===== src/rtl/clock_gate_pkg.sv =====
// Shared types for the per-domain clock-gate controller and its checker bench.
package clock_gate_pkg;

    typedef enum logic [1:0] {
        RUN   = 2'd0,
        ENTER = 2'd1,
        GATED = 2'd2,
        EXIT  = 2'd3
    } cg_state_e;

    // Clock domains; the index selects the checker's clk_gate[] bit.
    typedef enum logic [1:0] {
        CLK_CORE   = 2'd0,
        CLK_BUS    = 2'd1,
        CLK_PERIPH = 2'd2,
        CLK_IO     = 2'd3
    } clk_e;

endpackage


===== src/rtl/clock_gate_idle_counter.sv =====
// Counts consecutive idle RUN cycles and flags when the programmable threshold is reached.
module clock_gate_idle_counter
    import clock_gate_pkg::*;
#(
    parameter int CNT_W = 8
) (
    input  logic             clk,
    input  logic             rst_n,
    input  logic             run,
    input  logic             busy,
    input  logic             force_on,
    input  logic [CNT_W-1:0] idle_thresh,
    output logic             idle_hit
);

    logic [CNT_W-1:0] idle_cnt;
    logic [CNT_W:0]   cnt_next;

    // One bit wider so a saturated counter still compares correctly against any threshold.
    assign cnt_next = {1'b0, idle_cnt} + (CNT_W+1)'(1);

    // NOTE: sequential state uses non-blocking assignments so every flop samples pre-edge values.
    always_ff @(posedge clk) begin
        if (!rst_n) begin
            idle_cnt <= '0;
        end else if (!run || busy || force_on) begin
            idle_cnt <= '0;
        end else if (!(&idle_cnt)) begin
            idle_cnt <= cnt_next[CNT_W-1:0];
        end
    end

    assign idle_hit = (idle_thresh != '0) && !busy && (cnt_next >= {1'b0, idle_thresh});

endmodule


===== src/rtl/clock_gate_ctrl.sv =====
// Per-domain clock-gate controller: idle auto-gating, force requests, minimum off-time
// and break-before-make sequencing of clk_en versus the checker expectation.
module clock_gate_ctrl
    import clock_gate_pkg::*;
#(
    parameter int CNT_W   = 8,
    parameter int MIN_OFF = 4,
    parameter int STAT_W  = 16
) (
    input  logic              clk,
    input  logic              rst_n,
    input  logic              busy,
    input  logic              wake_req,
    input  logic              force_gate,
    input  logic              force_on,
    input  logic [CNT_W-1:0]  idle_thresh,
    output logic              clk_en,
    output logic              gate_expect,
    output logic              gated,
    output logic [STAT_W-1:0] gate_events
);

    localparam int OFF_W = $clog2(MIN_OFF + 1);

    cg_state_e        state;
    cg_state_e        next_state;
    logic [OFF_W-1:0] off_cnt;
    logic             wake_pend;
    logic             wake_pend_next;
    logic             wake_src;
    logic             off_done;
    logic             idle_hit;
    logic             gate_start;

    clock_gate_idle_counter #(
        .CNT_W(CNT_W)
    ) u_idle_counter (
        .clk        (clk),
        .rst_n      (rst_n),
        .run        (state == RUN),
        .busy       (busy),
        .force_on   (force_on),
        .idle_thresh(idle_thresh),
        .idle_hit   (idle_hit)
    );

    // force_gate masks activity-driven wakes; force_on always wakes.
    assign wake_src = force_on || (!force_gate && (busy || wake_req));
    assign off_done = off_cnt >= OFF_W'(MIN_OFF - 1);

    // NOTE: every always_comb output gets a default first so no path can infer a latch.
    always_comb begin
        next_state     = state;
        wake_pend_next = 1'b0;
        gate_start     = 1'b0;
        unique case (state)
            RUN: begin
                if (!force_on && (force_gate || idle_hit)) begin
                    next_state = ENTER;
                    gate_start = 1'b1;
                end
            end
            ENTER: begin
                wake_pend_next = wake_pend || wake_src;
                next_state     = GATED;
            end
            GATED: begin
                wake_pend_next = wake_pend || wake_src;
                if ((wake_pend || wake_src) && off_done) begin
                    next_state = EXIT;
                end
            end
            EXIT: begin
                next_state = RUN;
            end
            default: next_state = RUN;
        endcase
    end

    // Outputs are registered from the next state so they change on the same edge as the state.
    always_ff @(posedge clk) begin
        if (!rst_n) begin
            state       <= RUN;
            off_cnt     <= '0;
            wake_pend   <= 1'b0;
            gate_events <= '0;
            clk_en      <= 1'b1;
            gate_expect <= 1'b0;
            gated       <= 1'b0;
        end else begin
            state       <= next_state;
            wake_pend   <= wake_pend_next;
            clk_en      <= (next_state == RUN);
            gate_expect <= (next_state == GATED);
            gated       <= (next_state == GATED);
            if (state != GATED) begin
                off_cnt <= '0;
            end else if (off_cnt != OFF_W'(MIN_OFF)) begin
                off_cnt <= off_cnt + OFF_W'(1);
            end
            if (gate_start && !(&gate_events)) begin
                gate_events <= gate_events + STAT_W'(1);
            end
        end
    end

endmodule


===== config.mk =====
export PLATFORM = sky130hd
export DESIGN_NAME = clock_gate_ctrl
export DESIGN_NICKNAME = d
export VERILOG_FILES = /design/src/rtl/clock_gate_pkg.sv /design/src/rtl/clock_gate_idle_counter.sv /design/src/rtl/clock_gate_ctrl.sv
export SDC_FILE = /design/constraint.sdc
export NUM_CORES = 1
export LEC_CHECK = 0
export CAP_MARGIN = 20
export CELL_PAD_IN_SITES_DETAIL_PLACEMENT = 0
export CELL_PAD_IN_SITES_GLOBAL_PLACEMENT = 1
export CORE_ASPECT_RATIO = 1.4
export CORE_MARGIN = 3
export CORE_UTILIZATION = 42
export DETAILED_ROUTE_END_ITERATION = 8
export PLACE_DENSITY = 0.9
export SYNTH_ARGS = -nofsm -noshare
export SYNTH_HDL_FRONTEND = slang
export SYNTH_SLANG_ARGS = --single-unit

===== constraint.sdc =====
create_clock -name clk -period 3.95 [get_ports clk]
set_input_delay 0.79 -clock clk [delete_from_list [all_inputs] [get_ports clk]]
set_output_delay 0.79 -clock clk [all_outputs]
set_load 0.005 [all_outputs]

==> results.json, run 1 <==
{
  "io_pins": 33,
  "dpl.cell_count": 306,
  "drive_above_1_share_pct": 5.49,
  "hold_depth": 2,
  "p_int_w": 0.000525,
  "pwr-share-comb_pct": 11.4,
  "postCtsHoldBufs": 0,
  "place.gp.congestion": 0.790,
  "worst-r2r-setup-slack_ns": 0.96,
  "cp-start-kind": "flip-flop",
  "power_density_nw_per_um2": 300,
  "fp.dieW_um": 62.1,
  "syn_to_final_growth_pct": 24.8,
  "hold_ws_ns": 0.496,
  "syn_nets": 252,
  "root_buffer": "clkbuf_8",
  "setup_tns_ns": 0,
  "rsz0062_at_grt": "false",
  "grt_max_degree": 31,
  "ctsHtreeMaxLevel": 2,
  "drt_iter0_markers": 47,
  "antenna_found_initial": 0,
  "grt_pass1_vias": 1567,
  "cp_max_fo": 30,
  "synthesis.area_sq_um": 1850,
  "dr.pass1.iters": 4,
  "wirelength_mm": 3.83,
  "clkPwrFrac_pct": 40.0,
  "clk_pin_slew_ns": 0.07,
  "syn-mean-instance-area_sq_um": 8.35,
  "crit_required_ns": 4.17,
  "ant_nets": 0,
  "sw_frac_of_total_pct": 24.2,
  "clock_sinks": 32,
  "nets": 285,
  "postLayoutSetupSlackWorst_ns": 0.963,
  "endpoint_kind": "flip-flop",
  "r2r-start": "u_idle_counter.idle_cnt[0]",
  "yosysWarnings": 0,
  "worst_skew_pair.late_latency_ns": 0.29,
  "cp.arrival_ns": 3.20,
  "r2r-end": "gate_events[8]",
  "cts_tree": "yes",
  "hp-start": "gate_events[7]",
  "power_frac_seq_pct": 48.5,
  "initial_core_util_pct": 45.3,
  "status": "complete, no violations",
  "clock_path_buffers": 2,
  "drv_cap": 0,
  "whs_endpoint": "gate_events[7]",
  "post-cts-setup-buffers": 0,
  "fmax_mhz": 335,
  "overflow": 0,
  "yosys_register_bits": 32,
  "p_switching_w": 0.000168,
  "hold_viol_final": 0,
  "crit_type": "reg2reg",
  "worst_pin_slew_ns": 0.366,
  "skew_ns": 0.00405,
  "final_cell_count_no_fill": 313,
  "grt_first_pass_wirelength_mm": 6.59,
  "ir_drop_v": 0.000195,
  "grt_use_total_pct": 15.3,
  "final_core_util_pct": 56.6,
  "synth_cell_type_count": 38,
  "slew_viol_final": 0,
  "leakage_nw": 0.902,
  "port_buffers": 32,
  "core_sq_um": 4090,
  "hpwl_mm": 2.81,
  "antenna_cells": 0,
  "synth-seq-area-share_pct": 34.6,
  "synth_cells": 222,
  "slew_headroom_pct": 75.6,
  "post_cts_resized": 0,
  "fin_crit_ns": 2.99,
  "dieArea_sq_um": 5260,
  "vias_per_cell": 5.23,
  "fp-row-count": 27,
  "numCtsBuffers": 5,
  "setup_viol": 0,
  "wire_per_inst_um": 12.2,
  "die_h_um": 84.6,
  "vias": 1638,
  "holdCritPathClass": "reg2reg",
  "reg2reg_depth": 13,
  "drc_errors": 0,
  "place_ws_ns": 0.873,
  "post-route-period-util_pct": 75.6
}
## routing by layer
layer / up-vias / part of all wire (%) / GRT usage, %
met5: - / 0 / 0
met4: 0 / 2.1 / 6.64
met3: 8 / 4.1 / 4.42
met2: 30 / 49 / 27.7
met1: 749 / 44 / 16.4
li1: 851 / - / -
## state kept, by name, summed over array words and instances (netlist names)
name / cells
u_idle_counter.idle_cnt: 8
wake_pend: 1
off_cnt: 3
clk_en: 1
state: 2
gated: 1
gate_events: 16
## critical path, stage by stage, from the launching register on
cell      delay [ns]
dfxtp_1         0.41
ha_1            0.21
and3_4          0.22
nand3_1         0.09
xor2_1          0.22
inv_1           0.07
ha_1            0.32
nand4_1         0.08
and3_1          0.18
o21ai_0         0.09
a311oi_2        0.12
buf_4           0.24
or4_1           0.51
a21oi_1         0.15
## cells by family after synthesis
family                     share of synthesized area (%)
xor gates and xnor gates                            3.78
and+or+nand+nor                                     26.1
buffers and inverters                               6.62
muxes                                               3.24
DFF                                                 34.6
adders and majority gates                           10.8
AOI/OAI and AO/OA                                   14.9
## stage by stage
step	area [sq um]	total power, W
floorplan	1850	0.000390
global placement	2220	0.000423
detailed placement	2220	0.000424
CTS	2310	0.000700
global route	2310	0.000725
finish	2310	0.000693
## worst max path at each step
stage | startpoint | end | slack, ns | cells after the start
2_1_floorplan | u_idle_counter.idle_cnt[0] | state[0] | 1.26 | 14
3_3_place_gp | idle_thresh[6] | gate_events[5] | 0.88 | 10
3_5_place_dp | idle_thresh[6] | gate_events[15] | 0.87 | 10
4_1_cts | u_idle_counter.idle_cnt[0] | gate_events[6] | 0.95 | 13
5_1_grt | u_idle_counter.idle_cnt[0] | gate_events[9] | 0.75 | 13
6_report | u_idle_counter.idle_cnt[0] | gate_events[8] | 0.96 | 13
## power groups by stage
stage          registers [W]  clock network [W]  logic [W]
2_1_floorplan       0.000343                  0  0.0000467
3_3_place_gp        0.000344                  0  0.0000790
3_5_place_dp        0.000344                  0  0.0000800
4_1_cts             0.000336           0.000283  0.0000803
5_1_grt             0.000337           0.000297  0.0000903
6_report            0.000336           0.000278  0.0000794
## Yosys cell counts (all sizes together)
cell type   n  area share [%]
dfxtp      32              35
a21oi      21             5.7
inv        21             4.3
ha         16              11
nand2      16             3.2
nand3      14             4.5
nor2       12             2.4
o21ai       9             2.4
nand2b      8             2.7
nand4       7             2.4
o31ai       7             2.8
mux2i       6             3.2
or3         5             1.7
or4         5             2.0
xnor2       5             2.4
and3        4             1.6
buf         4             1.6
clkbuf      4            0.81
nor4        4             1.4
xor2        3             1.4
a211oi      2            0.81
and4        2            0.95
nor2b       2            0.68
nor3        2            0.54
nor3b       2            0.81
a21boi      1            0.61
a21o        1            0.41
a311oi      1            0.81
a31oi       1            0.34
and2        1            0.34
and3b       1            0.47
o211a       1            0.54
o211ai      1            0.41
or3b        1            0.47
## cells in the final DEF, fill, tap and decap left out, types with 2 or more instances in the layout
master / count
xnor2_1: 5
ha_1: 16
buf_4: 2
inv_1: 21
nand2_1: 16
dfxtp_1: 32
clkdlybuf4s50_1: 32
mux2i_1: 6
nor2_1: 12
a211oi_1: 2
nand3_1: 13
nand2b_1: 8
nor4_1: 4
nor3b_1: 2
xor2_1: 3
o21ai_0: 9
nand4_1: 7
or3_1: 5
nor2b_1: 2
and4_1: 2
nor3_1: 2
o31ai_1: 7
a21oi_1: 21
clkbuf_8: 7
or4_1: 5
and3_1: 3
## layout make-up
class | count | area [sq um]
Fill cell | 396 | 1770
Multi-Input combinational cell | 161 | 1090
Sequential cell | 32 | 641
Timing Repair Buffer | 34 | 335
Clock buffer | 7 | 96.3
Inverter | 21 | 78.8
Tap cell | 58 | 72.6
No activity file was read; power rests on OpenSTA's default activity.
==> inputs of run 2 (changes only) <==
CORE_UTILIZATION = 35   (was 42)
PLACE_DENSITY = 0.8   (was 0.9)
clock period = 2.48 ns   (was 3.95 ns; I/O delays follow)
==> results.json, run 2 (same netlist as run 1, synthesis figures left out) <==
{
  "status": "finished, violations left",
  "violations": "negative setup slack",
  "cp.arrival_ns": 2.85,
  "cts_tree": "yes",
  "vias_per_cell": 5.19,
  "root_buffer": "clkbuf_8",
  "startpoint": "u_idle_counter.idle_cnt[0]",
  "hold_depth": 2,
  "clock_path_buffers": 2,
  "leakage_nw": 1.03,
  "ir_drop_v": 0.000244,
  "postCtsHoldBufs": 0,
  "clk_pin_slew_ns": 0.07,
  "setup_viol": 14,
  "drive_above_1_share_pct": 19.0,
  "wire_per_inst_um": 12.5,
  "cp_slowest_cell": "or4_4",
  "fp-row-count": 30,
  "wirelength_mm": 4.24,
  "reg_top3": "gate_events x16, u_idle_counter.idle_cnt x8, off_cnt x3",
  "reg2reg_depth": 13,
  "grt_pass1_vias": 1585,
  "drt_iter0_markers": 68,
  "worst_pin_slew_ns": 0.566,
  "cp_cell_sequence": "ha_4, and3_4, nand3_4, xor2_2, inv_2, ha_4, nand3_2, and3_1, o21ai_1, a311oi_2, buf_4, or4_4, a21oi_2",
  "vias": 1754,
  "initial_core_util_pct": 37.1,
  "largest_register_ffs": 16,
  "whs_endpoint": "gate_events[11]",
  "final_cell_count_no_fill": 338,
  "worst-r2r-setup-slack_ns": -0.15,
  "slew_headroom_pct": 62.2,
  "cpPeakStageDelay_ns": 0.49,
  "drv_cap": 0,
  "grt_max_degree": 17,
  "fp.dieW_um": 67.5,
  "multi_input_area_sq_um": 1240,
  "regMostFlops": "gate_events",
  "antenna_cells": 0,
  "layout_common_cells": "clkdlybuf4s50_1 (32), dfxtp_1 (30), inv_1 (20), a21oi_1 (19), nand2_1 (16)",
  "ant_nets": 0,
  "nets": 303,
  "cp_max_fo": 8,
  "die_h_um": 92.1,
  "register_area_sq_um": 648,
  "dpl.cell_count": 324,
  "core_sq_um": 4990,
  "io_pins": 33,
  "numCtsBuffers": 5,
  "cp-start-kind": "flip-flop",
  "final_common_cell": "clkdlybuf4s50_1",
  "placed_area_sq_um": 2350,
  "hp-start": "gate_events[11]",
  "hold_viol_final": 0,
  "crit_required_ns": 2.70,
  "overflow": 0,
  "highest_layer": "met4",
  "dieArea_sq_um": 6220,
  "r2r-end": "gate_events[6]",
  "drc_errors": 0,
  "design_area_sq_um": 2660,
  "holdCritPathClass": "reg2reg",
  "grt_use_total_pct": 14.5,
  "crit_type": "reg2reg",
  "endpoint_kind": "flip-flop",
  "hpwl_mm": 3.12,
  "antenna_found_initial": 0,
  "grt_first_pass_wirelength_mm": 7.01,
  "fmax_mhz": 380,
  "postLayoutSetupSlackWorst_ns": -0.152,
  "worst_skew_pair.late_latency_ns": 0.29,
  "path_common_cell": "ha_4",
  "dr.pass1.iters": 4,
  "rsz0062_at_grt": "true",
  "m1WireLength_mm": 1.72,
  "routed-wl-met3_um": 185,
  "routed-wl-met2_mm": 2.27,
  "ctsHtreeMaxLevel": 2,
  "nFillCells": 469,
  "place.gp.congestion": 0.770,
  "clock_sinks": 32,
  "syn_to_final_growth_pct": 43.8,
  "power_density_nw_per_um2": 467,
  "r2r-start": "u_idle_counter.idle_cnt[0]",
  "skew_ns": 0.0101,
  "post-route-period-util_pct": 106,
  "port_buffers": 32,
  "slew_viol_final": 0,
  "fin_crit_ns": 2.63
}
run 2: changes by cell type in the layout (fill, tap and decap cells not counted), moves of 3 or more:
cell | previous run | this run
buf_4 | 2 | 15
ha_4 | 0 | 3
buf_6 | 0 | 5
ha_1 | 16 | 13
run 2: final cells by class:
type                       instances  share of cell area (%)
sequential                        32                    24.3
clock buffer                       7                    3.62
multi-input combinational        161                    46.6
timing repair buffer              52                    18.4
clock inverter                     1                    1.13
tap                               64                    3.01
inverter                          21                    2.96
run 2: through the flow:
step | hold slack [ns] | total power (W) | TNS, ns | worst slack, ns | utilization [%]
2_1_floorplan | 0.471 | 0.000622 | -0.127 | -0.0274 | -
3_3_place_gp | 0.478 | 0.000684 | -2.40 | -0.252 | 47.2
3_5_place_dp | 0.493 | 0.000686 | -2.66 | -0.256 | 47.2
4_1_cts | 0.504 | 0.00125 | -1.74 | -0.143 | 51.4
5_1_grt | 0.530 | 0.00130 | -4.02 | -0.311 | 53.4
6_report | 0.501 | 0.00124 | -1.15 | -0.152 | 53.4
run 2: routing by layer:
metal / vias up / GRT usage [%]
met2: 37 / 25.8
met5: - / 0
met3: 7 / 4.53
met1: 821 / 15.8
met4: 0 / 4.57
li1: 889 / -
run 2: repair_timing:
item / 4_1_cts / 5_1_grt
cloned: 1 / 0
endpoints found under the setup margin: 18 / 19
buffers inserted: 5 / 1
gates resized for setup: 9 / 18
pin swaps: 11 / 7
hold endpoints to repair: 0 / 0
run 2: worst max-delay path by stage:
stage / end / slack (ns)
4_1_cts: gate_events[15] / -0.14
3_5_place_dp: gate_events[8] / -0.26
3_3_place_gp: gate_events[8] / -0.25
5_1_grt: gate_events[6] / -0.31
2_1_floorplan: gate_events[6] / -0.03
6_report: gate_events[6] / -0.15
run 2: worst max-delay path: cells and delay by family (launching register included):
| kind | cells | cell delay (ns) |
|---|---|---|
| xor+xnor | 1 | 0.17 |
| simple gates | 5 | 0.98 |
| buf+inv | 2 | 0.28 |
| fa+ha+maj | 2 | 0.41 |
| flops | 1 | 0.37 |
| compound gates | 3 | 0.35 |
run 2: where the power goes:
part,internal (W),switching (W),leakage (nW)
combinational,0.0000801,0.0000779,0.707
sequential,0.000525,0.00000900,0.260
clock,0.000355,0.000197,0.0645
total,0.000960,0.000284,1.03
==> inputs of run 3 (changes only) <==
CORE_UTILIZATION = 39   (was 35)
PLACE_DENSITY = 0.85   (was 0.8)
RECOVER_POWER = 25   (was default)
clock period = 2.9 ns   (was 2.48 ns; I/O delays follow)
==> results.json, run 3 (same netlist as run 1, synthesis figures left out) <==
{
  "leakage_nw": 0.960,
  "io_pins": 33,
  "reg2reg_depth": 14,
  "ant_nets": 0,
  "cp.arrival_ns": 2.98,
  "place_ws_ns": 0.00564,
  "nets": 291,
  "grt_pass1_vias": 1563,
  "grt_busiest_layer": "met2",
  "fp-row-count": 29,
  "worst_skew_pair.late_latency_ns": 0.29,
  "wire_per_inst_um": 12.5,
  "groute.layer.met2.usage_pct": 27.7,
  "r2r-start": "u_idle_counter.idle_cnt[1]",
  "design_area_sq_um": 2470,
  "clk_pin_slew_ns": 0.07,
  "cpPeakStageDelay_ns": 0.33,
  "drc_errors": 0,
  "path_common_cell": "and3_4",
  "post-route-period-util_pct": 95.7,
  "dr.pass1.iters": 4,
  "worst-r2r-setup-slack_ns": 0.13,
  "grt_max_degree": 31,
  "final_common_cell": "dfxtp_1",
  "placed_area_sq_um": 2250,
  "wirelength_mm": 4.06,
  "antenna_cells": 0,
  "overflow": 0,
  "clock_path_buffers": 2,
  "root_buffer": "clkbuf_8",
  "postLayoutSetupSlackWorst_ns": 0.125,
  "initial_core_util_pct": 40.5,
  "crit_type": "reg2reg",
  "r2r-end": "gated",
  "drv_cap": 0,
  "status": "complete, no violations",
  "grt_first_pass_wirelength_mm": 6.69,
  "ir_drop_v": 0.000222,
  "vias_per_cell": 5.18,
  "cp_max_fo": 15,
  "hold_ws_ns": 0.499,
  "drt_iter0_markers": 97,
  "report.power.total_w": 0.00105,
  "hold_viol_final": 0,
  "ctsHtreeMaxLevel": 2,
  "layout_common_cells": "dfxtp_1 (29), clkdlybuf4s50_1 (28), inv_1 (20), a21oi_1 (19), nand2_1 (16)",
  "use_met1_pct": 15.6,
  "fin_crit_ns": 2.77,
  "slew_viol_final": 0,
  "die_h_um": 87.6,
  "numCtsBuffers": 5,
  "antenna_found_initial": 0,
  "largest_register_ffs": 16,
  "crit_required_ns": 3.10,
  "skew_ns": 0.00744,
  "slew_headroom_pct": 56.0,
  "place.gp.congestion": 0.804,
  "syn_to_final_growth_pct": 33.5,
  "clock_sinks": 32,
  "endpoint_kind": "flip-flop",
  "worst_pin_slew_ns": 0.660,
  "met3_usage_pct": 4.11,
  "drive_above_1_share_pct": 12.6,
  "port_buffers": 32,
  "postCtsHoldBufs": 0,
  "cp_cell_sequence": "ha_2, and3_4, nand3_2, xor2_2, inv_2, ha_4, a21oi_2, and3_4, o21ai_2, a311oi_2, buf_4, buf_8, o21ai_0, a211oi_1",
  "cp-endpoint": "gated",
  "grt_use_total_pct": 14.9,
  "cp-start-kind": "flip-flop",
  "vias": 1679,
  "dieArea_sq_um": 5630,
  "cp_slowest_cell": "dfxtp_2",
  "cts_tree": "yes",
  "fmax_mhz": 360,
  "power_density_nw_per_um2": 423,
  "nFillCells": 453,
  "setup_viol": 0,
  "startpoint": "u_idle_counter.idle_cnt[1]",
  "regMostFlops": "gate_events",
  "hpwl_mm": 2.94,
  "core_sq_um": 4570,
  "reg_top3": "gate_events x16, u_idle_counter.idle_cnt x8, off_cnt x3",
  "fp.dieW_um": 64.3,
  "holdCritPathClass": "reg2reg"
}
run 3: how the worst min path moves through the flow:
stage	startpoint	to	slack, ns	depth (start not counted)
after global placement	gate_events[11]	gate_events[11]	0.48	2
after CTS	gate_events[15]	gate_events[15]	0.50	2
after detailed placement	gate_events[15]	gate_events[15]	0.49	2
after floorplan	gate_events[11]	gate_events[11]	0.47	2
after global routing	gate_events[11]	gate_events[11]	0.52	2
final	gate_events[11]	gate_events[11]	0.50	2
run 3: per-stage QoR:
step / TNS [ns] / util, % / instances
final: 0 / 54.1 / 324
after global routing: -0.0201 / 54.1 / 324
after CTS: 0 / 52.0 / 320
after global placement: 0 / 49.2 / 312
after floorplan: 0 / - / 222
after detailed placement: 0 / 49.2 / 312
run 3: timing repair:
item                       4_1_cts  5_1_grt
resized for setup                0       16
setup buffers                    0        2
setup endpoints to repair        0       18
run 3: power by group:
group	total [W]	switching, W	leakage [nW]	internal [W]
Clock	0.000470	0.000166	0.0645	0.000303
Combinational	0.000120	0.0000600	0.635	0.0000603
Sequential	0.000457	0.00000682	0.260	0.000450
Total	0.00105	0.000233	0.960	0.000814
run 3: area by class of cell:
cell class | instances | area (sq um) | share of cell area, %
sequential | 32 | 644 | 26.0
tap | 62 | 77.6 | 3.14
inverter | 21 | 78.8 | 3.19
clock inverter | 1 | 30.0 | 1.21
clock buffer | 7 | 96.3 | 3.89
timing repair buffer | 40 | 405 | 16.4
multi-input combinational | 161 | 1140 | 46.1
run 3: worst max-delay path, delay by kind of cell, from the launching register on:
| kind | cells | cell delay [ns] |
|---|---|---|
| AOI/OAI and AO/OA | 5 | 0.82 |
| xor gates and xnor gates | 1 | 0.21 |
| adders and majority gates | 2 | 0.41 |
| buffers and inverters | 3 | 0.39 |
| DFF | 1 | 0.33 |
| and+or+nand+nor | 3 | 0.52 |
run 3: per-layer routing:
layer | vias to the layer above | wire length, um
met5 | - | 0
met3 | 7 | 183
met4 | 0 | 64
met1 | 776 | 1730
met2 | 30 | 2080
li1 | 866 | -
